==> src/rtl/multdiv_ctrl_if.sv <==
// -----------------------------------------------------------------------------
// multdiv_ctrl_if
//   Bundles every signal between the mult/div sequencer and its neighbours:
//   the execute-stage request/response and the shared multiplier/divider units.
//
//   Request side   : ctrl_MULT, ctrl_DIV, data_operandA/B, ctrl_tag
//   Unit drive     : unit_operandA/B, mult_clr, div_clr
//   Unit return    : mult_result/exception/resultRDY, div_result/exception/resultRDY
//   Response side  : data_result, data_exception, data_resultRDY, result_tag, busy
//
//   slave  - the sequencer's view (multdiv_ctrl)
//   master - the surroundings' view (pipeline plus the two units)
// -----------------------------------------------------------------------------
interface multdiv_ctrl_if #(
  parameter int TAG_W = 5
);

  // execute-stage request
  logic             ctrl_MULT;
  logic             ctrl_DIV;
  logic [31:0]      data_operandA;
  logic [31:0]      data_operandB;
  logic [TAG_W-1:0] ctrl_tag;

  // drive towards the units
  logic [31:0]      unit_operandA;
  logic [31:0]      unit_operandB;
  logic             mult_clr;
  logic             div_clr;

  // unit results
  logic [31:0]      mult_result;
  logic             mult_exception;
  logic             mult_resultRDY;
  logic [31:0]      div_result;
  logic             div_exception;
  logic             div_resultRDY;

  // completion back to the pipeline
  logic [31:0]      data_result;
  logic             data_exception;
  logic             data_resultRDY;
  logic [TAG_W-1:0] result_tag;
  logic             busy;

  modport slave (
    input  ctrl_MULT, ctrl_DIV, data_operandA, data_operandB, ctrl_tag,
    input  mult_result, mult_exception, mult_resultRDY,
    input  div_result, div_exception, div_resultRDY,
    output unit_operandA, unit_operandB, mult_clr, div_clr,
    output data_result, data_exception, data_resultRDY, result_tag, busy
  );

  modport master (
    output ctrl_MULT, ctrl_DIV, data_operandA, data_operandB, ctrl_tag,
    output mult_result, mult_exception, mult_resultRDY,
    output div_result, div_exception, div_resultRDY,
    input  unit_operandA, unit_operandB, mult_clr, div_clr,
    input  data_result, data_exception, data_resultRDY, result_tag, busy
  );

endinterface

==> src/rtl/multdiv_ctrl.sv <==
// -----------------------------------------------------------------------------
// multdiv_ctrl
//   Shares one multi-cycle multiplier and one multi-cycle divider between
//   pipeline requests. One MULT or DIV is accepted at a time (only in IDLE);
//   operands and destination tag are latched, the selected unit is released
//   from clear, and the controller waits for that unit's ready or a timeout.
//   The result, exception and tag are registered and announced with a
//   one-cycle data_resultRDY strobe. busy stalls the pipeline whenever the
//   controller is not idle. No arithmetic is done here.
//
//   Parameters
//     TIMEOUT : RUN cycles allowed before forced completion with exception (2..63)
//     TAG_W   : width of the destination register tag
//
//   Ports
//     clock   : system clock, rising edge
//     reset   : asynchronous, active-high reset
//     bus     : multdiv_ctrl_if.slave - request, unit and response signals
// -----------------------------------------------------------------------------
module multdiv_ctrl #(
  parameter int TIMEOUT = 40,
  parameter int TAG_W   = 5
) (
  input  logic           clock,
  input  logic           reset,
  multdiv_ctrl_if.slave  bus
);

  // TIMEOUT is at most 63, so six bits always hold TIMEOUT-1.
  localparam int                CNT_W    = 6;
  localparam logic [CNT_W-1:0]  LAST_CNT = CNT_W'(TIMEOUT - 1);

  typedef enum logic [1:0] {
    IDLE = 2'd0,
    RUN  = 2'd1,
    DONE = 2'd2
  } state_t;

  typedef enum logic {
    OP_MULT = 1'b0,
    OP_DIV  = 1'b1
  } op_t;

  state_t            state;
  state_t            next_state;
  op_t               op;
  logic [CNT_W-1:0]  cycle_cnt;
  logic [31:0]       opa_q;
  logic [31:0]       opb_q;
  logic [TAG_W-1:0]  tag_q;
  logic [31:0]       result_q;
  logic              exception_q;
  logic [TAG_W-1:0]  result_tag_q;

  logic              accept;
  logic              reject_both;
  logic              unit_done;
  logic              timed_out;
  logic              sel_rdy;
  logic [31:0]       sel_result;
  logic              sel_exception;

  // Only the unit that owns the current operation is listened to; the other
  // unit is held in clear and anything it reports is ignored.
  assign sel_rdy       = (op == OP_DIV) ? bus.div_resultRDY  : bus.mult_resultRDY;
  assign sel_result    = (op == OP_DIV) ? bus.div_result     : bus.mult_result;
  assign sel_exception = (op == OP_DIV) ? bus.div_exception  : bus.mult_exception;

  always_ff @(posedge clock or posedge reset) begin
    if (reset) begin
      state <= IDLE;
    end else begin
      state <= next_state;
    end
  end

  // Next-state logic. The event flags are consumed by the datapath registers
  // below. A ready in the final allowed RUN cycle is taken as a normal
  // completion, so it is checked before the timeout.
  always_comb begin
    next_state  = state;
    accept      = 1'b0;
    reject_both = 1'b0;
    unit_done   = 1'b0;
    timed_out   = 1'b0;
    case (state)
      IDLE: begin
        if (bus.ctrl_MULT ^ bus.ctrl_DIV) begin
          accept     = 1'b1;
          next_state = RUN;
        end else if (bus.ctrl_MULT && bus.ctrl_DIV) begin
          reject_both = 1'b1;
          next_state  = DONE;
        end
      end
      RUN: begin
        if (sel_rdy) begin
          unit_done  = 1'b1;
          next_state = DONE;
        end else if (cycle_cnt == LAST_CNT) begin
          timed_out  = 1'b1;
          next_state = DONE;
        end
      end
      DONE: begin
        next_state = IDLE;
      end
      default: begin
        next_state = IDLE;
      end
    endcase
  end

  // Request latch and cycle counter. Operands and tag only change on an
  // accepted single request; a simultaneous MULT+DIV leaves them alone.
  always_ff @(posedge clock or posedge reset) begin
    if (reset) begin
      op        <= OP_MULT;
      cycle_cnt <= '0;
      opa_q     <= '0;
      opb_q     <= '0;
      tag_q     <= '0;
    end else if (accept) begin
      op        <= bus.ctrl_DIV ? OP_DIV : OP_MULT;
      cycle_cnt <= '0;
      opa_q     <= bus.data_operandA;
      opb_q     <= bus.data_operandB;
      tag_q     <= bus.ctrl_tag;
    end else if (state == RUN) begin
      cycle_cnt <= cycle_cnt + CNT_W'(1);
    end
  end

  // Completion registers. They are loaded only on the way into DONE and
  // otherwise hold, so the pipeline can read them after the strobe.
  // A timeout still reports the tag of the operation it abandons.
  always_ff @(posedge clock or posedge reset) begin
    if (reset) begin
      result_q     <= '0;
      exception_q  <= 1'b0;
      result_tag_q <= '0;
    end else if (reject_both) begin
      result_q     <= '0;
      exception_q  <= 1'b1;
      result_tag_q <= bus.ctrl_tag;
    end else if (unit_done) begin
      result_q     <= sel_result;
      exception_q  <= sel_exception;
      result_tag_q <= tag_q;
    end else if (timed_out) begin
      result_q     <= '0;
      exception_q  <= 1'b1;
      result_tag_q <= tag_q;
    end
  end

  // The unit not running the current operation is kept in clear so its
  // internal counter sits at zero until it is next selected.
  assign bus.mult_clr       = !((state == RUN) && (op == OP_MULT));
  assign bus.div_clr        = !((state == RUN) && (op == OP_DIV));

  assign bus.unit_operandA  = opa_q;
  assign bus.unit_operandB  = opb_q;
  assign bus.data_result    = result_q;
  assign bus.data_exception = exception_q;
  assign bus.result_tag     = result_tag_q;
  assign bus.data_resultRDY = (state == DONE);
  assign bus.busy           = (state != IDLE);

endmodule

==> src/flat_wrapper.sv <==
// flat-port wrapper written by rule: the top's interface ports become plain ports
module multdiv_ctrl_flat 
#(
  parameter int TIMEOUT = 40,
  parameter int TAG_W   = 5
)
  (clock, reset, bus_ctrl_MULT, bus_ctrl_DIV, bus_data_operandA, bus_data_operandB, bus_ctrl_tag, bus_mult_result, bus_mult_exception, bus_mult_resultRDY, bus_div_result, bus_div_exception, bus_div_resultRDY, bus_unit_operandA, bus_unit_operandB, bus_mult_clr, bus_div_clr, bus_data_result, bus_data_exception, bus_data_resultRDY, bus_result_tag, bus_busy);
  multdiv_ctrl_if #(.TAG_W(TAG_W)) bus_i ();
  input  logic clock;
  input  logic reset;
  input wire logic [$bits(bus_i.ctrl_MULT)-1:0] bus_ctrl_MULT;
  input wire logic [$bits(bus_i.ctrl_DIV)-1:0] bus_ctrl_DIV;
  input wire logic [$bits(bus_i.data_operandA)-1:0] bus_data_operandA;
  input wire logic [$bits(bus_i.data_operandB)-1:0] bus_data_operandB;
  input wire logic [$bits(bus_i.ctrl_tag)-1:0] bus_ctrl_tag;
  input wire logic [$bits(bus_i.mult_result)-1:0] bus_mult_result;
  input wire logic [$bits(bus_i.mult_exception)-1:0] bus_mult_exception;
  input wire logic [$bits(bus_i.mult_resultRDY)-1:0] bus_mult_resultRDY;
  input wire logic [$bits(bus_i.div_result)-1:0] bus_div_result;
  input wire logic [$bits(bus_i.div_exception)-1:0] bus_div_exception;
  input wire logic [$bits(bus_i.div_resultRDY)-1:0] bus_div_resultRDY;
  output wire logic [$bits(bus_i.unit_operandA)-1:0] bus_unit_operandA;
  output wire logic [$bits(bus_i.unit_operandB)-1:0] bus_unit_operandB;
  output wire logic [$bits(bus_i.mult_clr)-1:0] bus_mult_clr;
  output wire logic [$bits(bus_i.div_clr)-1:0] bus_div_clr;
  output wire logic [$bits(bus_i.data_result)-1:0] bus_data_result;
  output wire logic [$bits(bus_i.data_exception)-1:0] bus_data_exception;
  output wire logic [$bits(bus_i.data_resultRDY)-1:0] bus_data_resultRDY;
  output wire logic [$bits(bus_i.result_tag)-1:0] bus_result_tag;
  output wire logic [$bits(bus_i.busy)-1:0] bus_busy;
  assign bus_i.ctrl_MULT = bus_ctrl_MULT;
  assign bus_i.ctrl_DIV = bus_ctrl_DIV;
  assign bus_i.data_operandA = bus_data_operandA;
  assign bus_i.data_operandB = bus_data_operandB;
  assign bus_i.ctrl_tag = bus_ctrl_tag;
  assign bus_i.mult_result = bus_mult_result;
  assign bus_i.mult_exception = bus_mult_exception;
  assign bus_i.mult_resultRDY = bus_mult_resultRDY;
  assign bus_i.div_result = bus_div_result;
  assign bus_i.div_exception = bus_div_exception;
  assign bus_i.div_resultRDY = bus_div_resultRDY;
  assign bus_unit_operandA = bus_i.unit_operandA;
  assign bus_unit_operandB = bus_i.unit_operandB;
  assign bus_mult_clr = bus_i.mult_clr;
  assign bus_div_clr = bus_i.div_clr;
  assign bus_data_result = bus_i.data_result;
  assign bus_data_exception = bus_i.data_exception;
  assign bus_data_resultRDY = bus_i.data_resultRDY;
  assign bus_result_tag = bus_i.result_tag;
  assign bus_busy = bus_i.busy;
  multdiv_ctrl #(.TIMEOUT(TIMEOUT), .TAG_W(TAG_W)) u_core (.clock(clock), .reset(reset), .bus(bus_i));
endmodule
==> config.mk <==
export PLATFORM = sky130hd
export DESIGN_NAME = multdiv_ctrl_flat
export DESIGN_NICKNAME = d
export VERILOG_FILES = /design/src/rtl/multdiv_ctrl_if.sv /design/src/rtl/multdiv_ctrl.sv /design/src/flat_wrapper.sv
export SDC_FILE = /design/constraint.sdc
export NUM_CORES = 1
export LEC_CHECK = 0
export BUFFER_PORTS_ARGS = -buffer_cell sky130_fd_sc_hd__buf_4
export CELL_PAD_IN_SITES_DETAIL_PLACEMENT = 1
export CELL_PAD_IN_SITES_GLOBAL_PLACEMENT = 1
export CORE_ASPECT_RATIO = 1.2
export CORE_UTILIZATION = 33
export CTS_CLUSTER_DIAMETER = 30
export DETAILED_ROUTE_END_ITERATION = 16
export PLACE_DENSITY_LB_ADDON = 0.1
export SETUP_SLACK_MARGIN = 0.02
export SYNTH_ARGS = -nofsm -noshare
export SYNTH_HDL_FRONTEND = slang
export SYNTH_SLANG_ARGS = --single-unit
==> constraint.sdc <==
create_clock -name clock -period 4.65 [get_ports clock]
set_clock_uncertainty 0.2 [all_clocks]
set_input_delay 0.93 -clock clock [delete_from_list [all_inputs] [get_ports clock]]
set_output_delay 0.93 -clock clock [all_outputs]
set_load 0.05 [all_outputs]
==> metrics.md <==
| Metric | Value |
|---|---|
| VDD IR max | `0.597 mV` |
| Setup-failing EPs final | `0` |
| Starting Density | `0.339` |
| Placement row count | `49` |
| I/O Buffers | `246` |
| Synth Instances | `542` |
| Hold path cells | `2` |
| CP Max Fanout | `7` |
| First-pass GRT wire length | `24.9 mm` |
| Clk sinks | `116` |
| Clock buffer depth | `2` |
| I/O Pins | `247` |
| Root buffer cell | `clkbuf_16` |
| Fin area | `7630 sq um` |
| Synthesized flop and latch total | `116` |
| Cell area after synthesis | `5090 sq um` |
| Hold Path End | `u_core.bus.unit_operandB[13]` |
| Worst hold slack | `0.271 ns` |
| Commonest non-fill, non-tap cell in the layout | `nand2_1` |
| Post-cts repair resize count | `0` |
| Placed Area | `7060 sq um` |
| Drt drc | `0` |
| Setup_tns | `0 ns` |
| Critical path required time | `3.52 ns` |
| # fillers | `1778` |
| Power Density | `851 nW/um^2` |
| Final period utilization | `0.620` |
| GRT overflow | `0` |
| FF-to-FF Start | `u_core.state[0]` |
| Worst Setup End Kind | `output port` |
| Worst skew pair latency | `0.41 ns` |
| Reg-to-reg endpoint | `u_core.bus.result_tag[1]` |
| Most frequent cells in the layout | `258 x nand2_1, 249 x buf_4, 115 x dfrtp_1` |
| WS Path Type | `register to output port` |
| Detailed placer's ending HPWL | `11.0 mm` |
| Chip height | `138 um` |
| Worst reg2reg path depth | `4` |
| Highest Signal Layer | `met4` |
| Gpl congestion | `0.703` |
| CTS Hold Bufs | `0` |
| Outcome | `completed` |
| Antenna Nets Post-Route | `0` |
| Synth area leader | `dfrtp_1` |
| TritonCTS buffer count | `17` |
| 1st-pass router iterations | `4` |
| Initial DRC Count | `180` |
| Top cells by area, synth | `dfrtp_1 57%, nand2_1 19%, mux2i_1 4.1%` |
| Met1 WL | `6.27 mm` |
| Final hold viol count | `0` |
| Final nets | `920` |
| Setup bufs post-CTS | `0` |
| Core area | `15000 sq um` |
| Met3 Wirelength | `1.21 mm` |
| TritonCTS clock tree | `done` |
| Slew margin rel. | `0.244` |
| Post-Route WL | `15.4 mm` |
| Reg2reg setup slack | `2.02 ns` |
| Vias in the first global route | `4899` |
| Synth-to-Final Area Change | `49.8%` |
| Syn nets | `686` |
| Largest net degree at the start of global routing | `117` |
| Layout cells sized above 1 | `0.411` |
| Antenna diode count | `0` |
| H-tree levels | `4` |
| Post-layout util | `0.508` |
| Post-layout minimum cycle time | `2.88 ns` |
| Sequential element share of the synthesized area | `0.570` |
| Die X | `115 um` |
| Initial antenna violation count | `0` |
| Die ar. | `15900 sq um` |
| Metal2 WL | `7.77 mm` |
| Arrival time worst endpoint | `1.75 ns` |
| Hold WC Path Type | `register to register` |
| Hold wc startpoint | `u_core.bus.unit_operandB[13]` |
| Synth unique cells | `34` |
| Power Total | `6490 uW` |
| Vias | `4600` |
| Startpoint Class | `register` |
| Final Max Slew Viols | `0` |
| Synth Area per Inst | `9.39 sq um` |
| Max Clk Rate | `347 MHz` |
| Syn. warnings | `0` |
| Worst Max-Slew Pin Slew | `1.13 ns` |
| GRT Overall Usage | `0.202` |
| Unrepaired setup endpoints after global routing | `no` |
| Detailed-route wire length per cell | `15.5 um` |
| MaxCap Viol Count | `0` |
| Pleak | `0.00400 uW` |
| Synth top area share | `0.570` |
| Clk pin slew, worst setup/hold paths | `0.05 ns` |
| Vias per std cell | `4.63` |
-- synthesized netlist by cell type --
master / count
nor2_1: 4
nand3_2: 11
o31ai_4: 1
buf_1: 3
a21o_1: 1
a21oi_1: 4
o21ai_0: 8
nand2b_1: 3
nor2b_1: 2
o22ai_1: 19
inv_1: 3
nor3_1: 5
clkbuf_1: 15
buf_6: 2
ha_1: 3
nand3b_1: 1
mux2_2: 13
or3_1: 2
a31oi_1: 5
nor2_2: 1
a21oi_2: 10
buf_12: 1
buf_2: 13
dfrtp_1: 116
a22oi_1: 1
or3b_2: 1
and3_1: 1
mux2i_1: 21
and2_1: 2
nand2_1: 259
nand3_1: 8
nand4_1: 1
or3b_4: 1
buf_4: 1
-- registers in the layout (all words and copies together) (netlist names) --
register / cells
u_core.bus.result_tag: 5
u_core.cycle_cnt: 6
u_core.bus.data_result: 32
u_core.state: 2
u_core.tag_q: 5
u_core.op: 1
u_core.bus.unit_operandB: 32
u_core.bus.unit_operandA: 32
u_core.bus.data_exception: 1
-- worst max-delay path by stage --
stage / startpoint / endpoint / slack, ns
after detailed placement: bus_ctrl_DIV / u_core.bus.unit_operandA[9] / 1.56
final: u_core.state[0] / bus_mult_clr / 1.77
after floorplan: reset / u_core.bus.data_exception / 0.45
after global routing: u_core.state[0] / bus_mult_clr / 1.63
after global placement: bus_ctrl_DIV / u_core.bus.unit_operandA[1] / 1.63
after CTS: u_core.state[0] / bus_mult_clr / 1.74
-- metal layers --
layer	global-route usage	vias up
li1	-	2221
met1	0.232	2215
met2	0.350	154
met3	0.0706	10
met4	0.0574	0
met5	0	-
-- report_power, final --
group          internal, uW  switching (uW)
Combinational          1040            2460
Clock                   783             449
Sequential             1480             283
-- per-stage QoR --
| stage | setup slack (ns) | instances |
|---|---|---|
| global placement | 1.63 | 961 |
| CTS | 1.74 | 993 |
| detailed placement | 1.56 | 961 |
| finish | 1.77 | 993 |
| global route | 1.63 | 993 |
| floorplan | 0.448 | 542 |
-- area by class of cell --
cell class / instances / area [sq um] / area share
sequential: 116 / 2900 / 0.381
multi-input combinational: 388 / 2000 / 0.262
timing repair buffer: 250 / 1890 / 0.248
clock buffer: 22 / 484 / 0.0635
tap: 204 / 255 / 0.0335
clock inverter: 10 / 80.1 / 0.0105
inverter: 3 / 13.8 / 0.00180
-- cells by family (layout without fill, tap and decap cells) --
kind of cell,after synthesis,in the layout,synth area share
flops,116,116,0.570
simple gates,302,302,0.249
buf+inv,38,285,0.0381
mux,34,34,0.0701
compound gates,49,49,0.0656
fa+ha+maj,3,3,0.00738
-- critical path, cell delays in order, from the launching register on --
cell and delay, ns:
dfrtp_1 0.44, nor2b_1 0.57, nand2b_1 0.12, buf_4 0.21
Power figures use the tool's default switching activity.
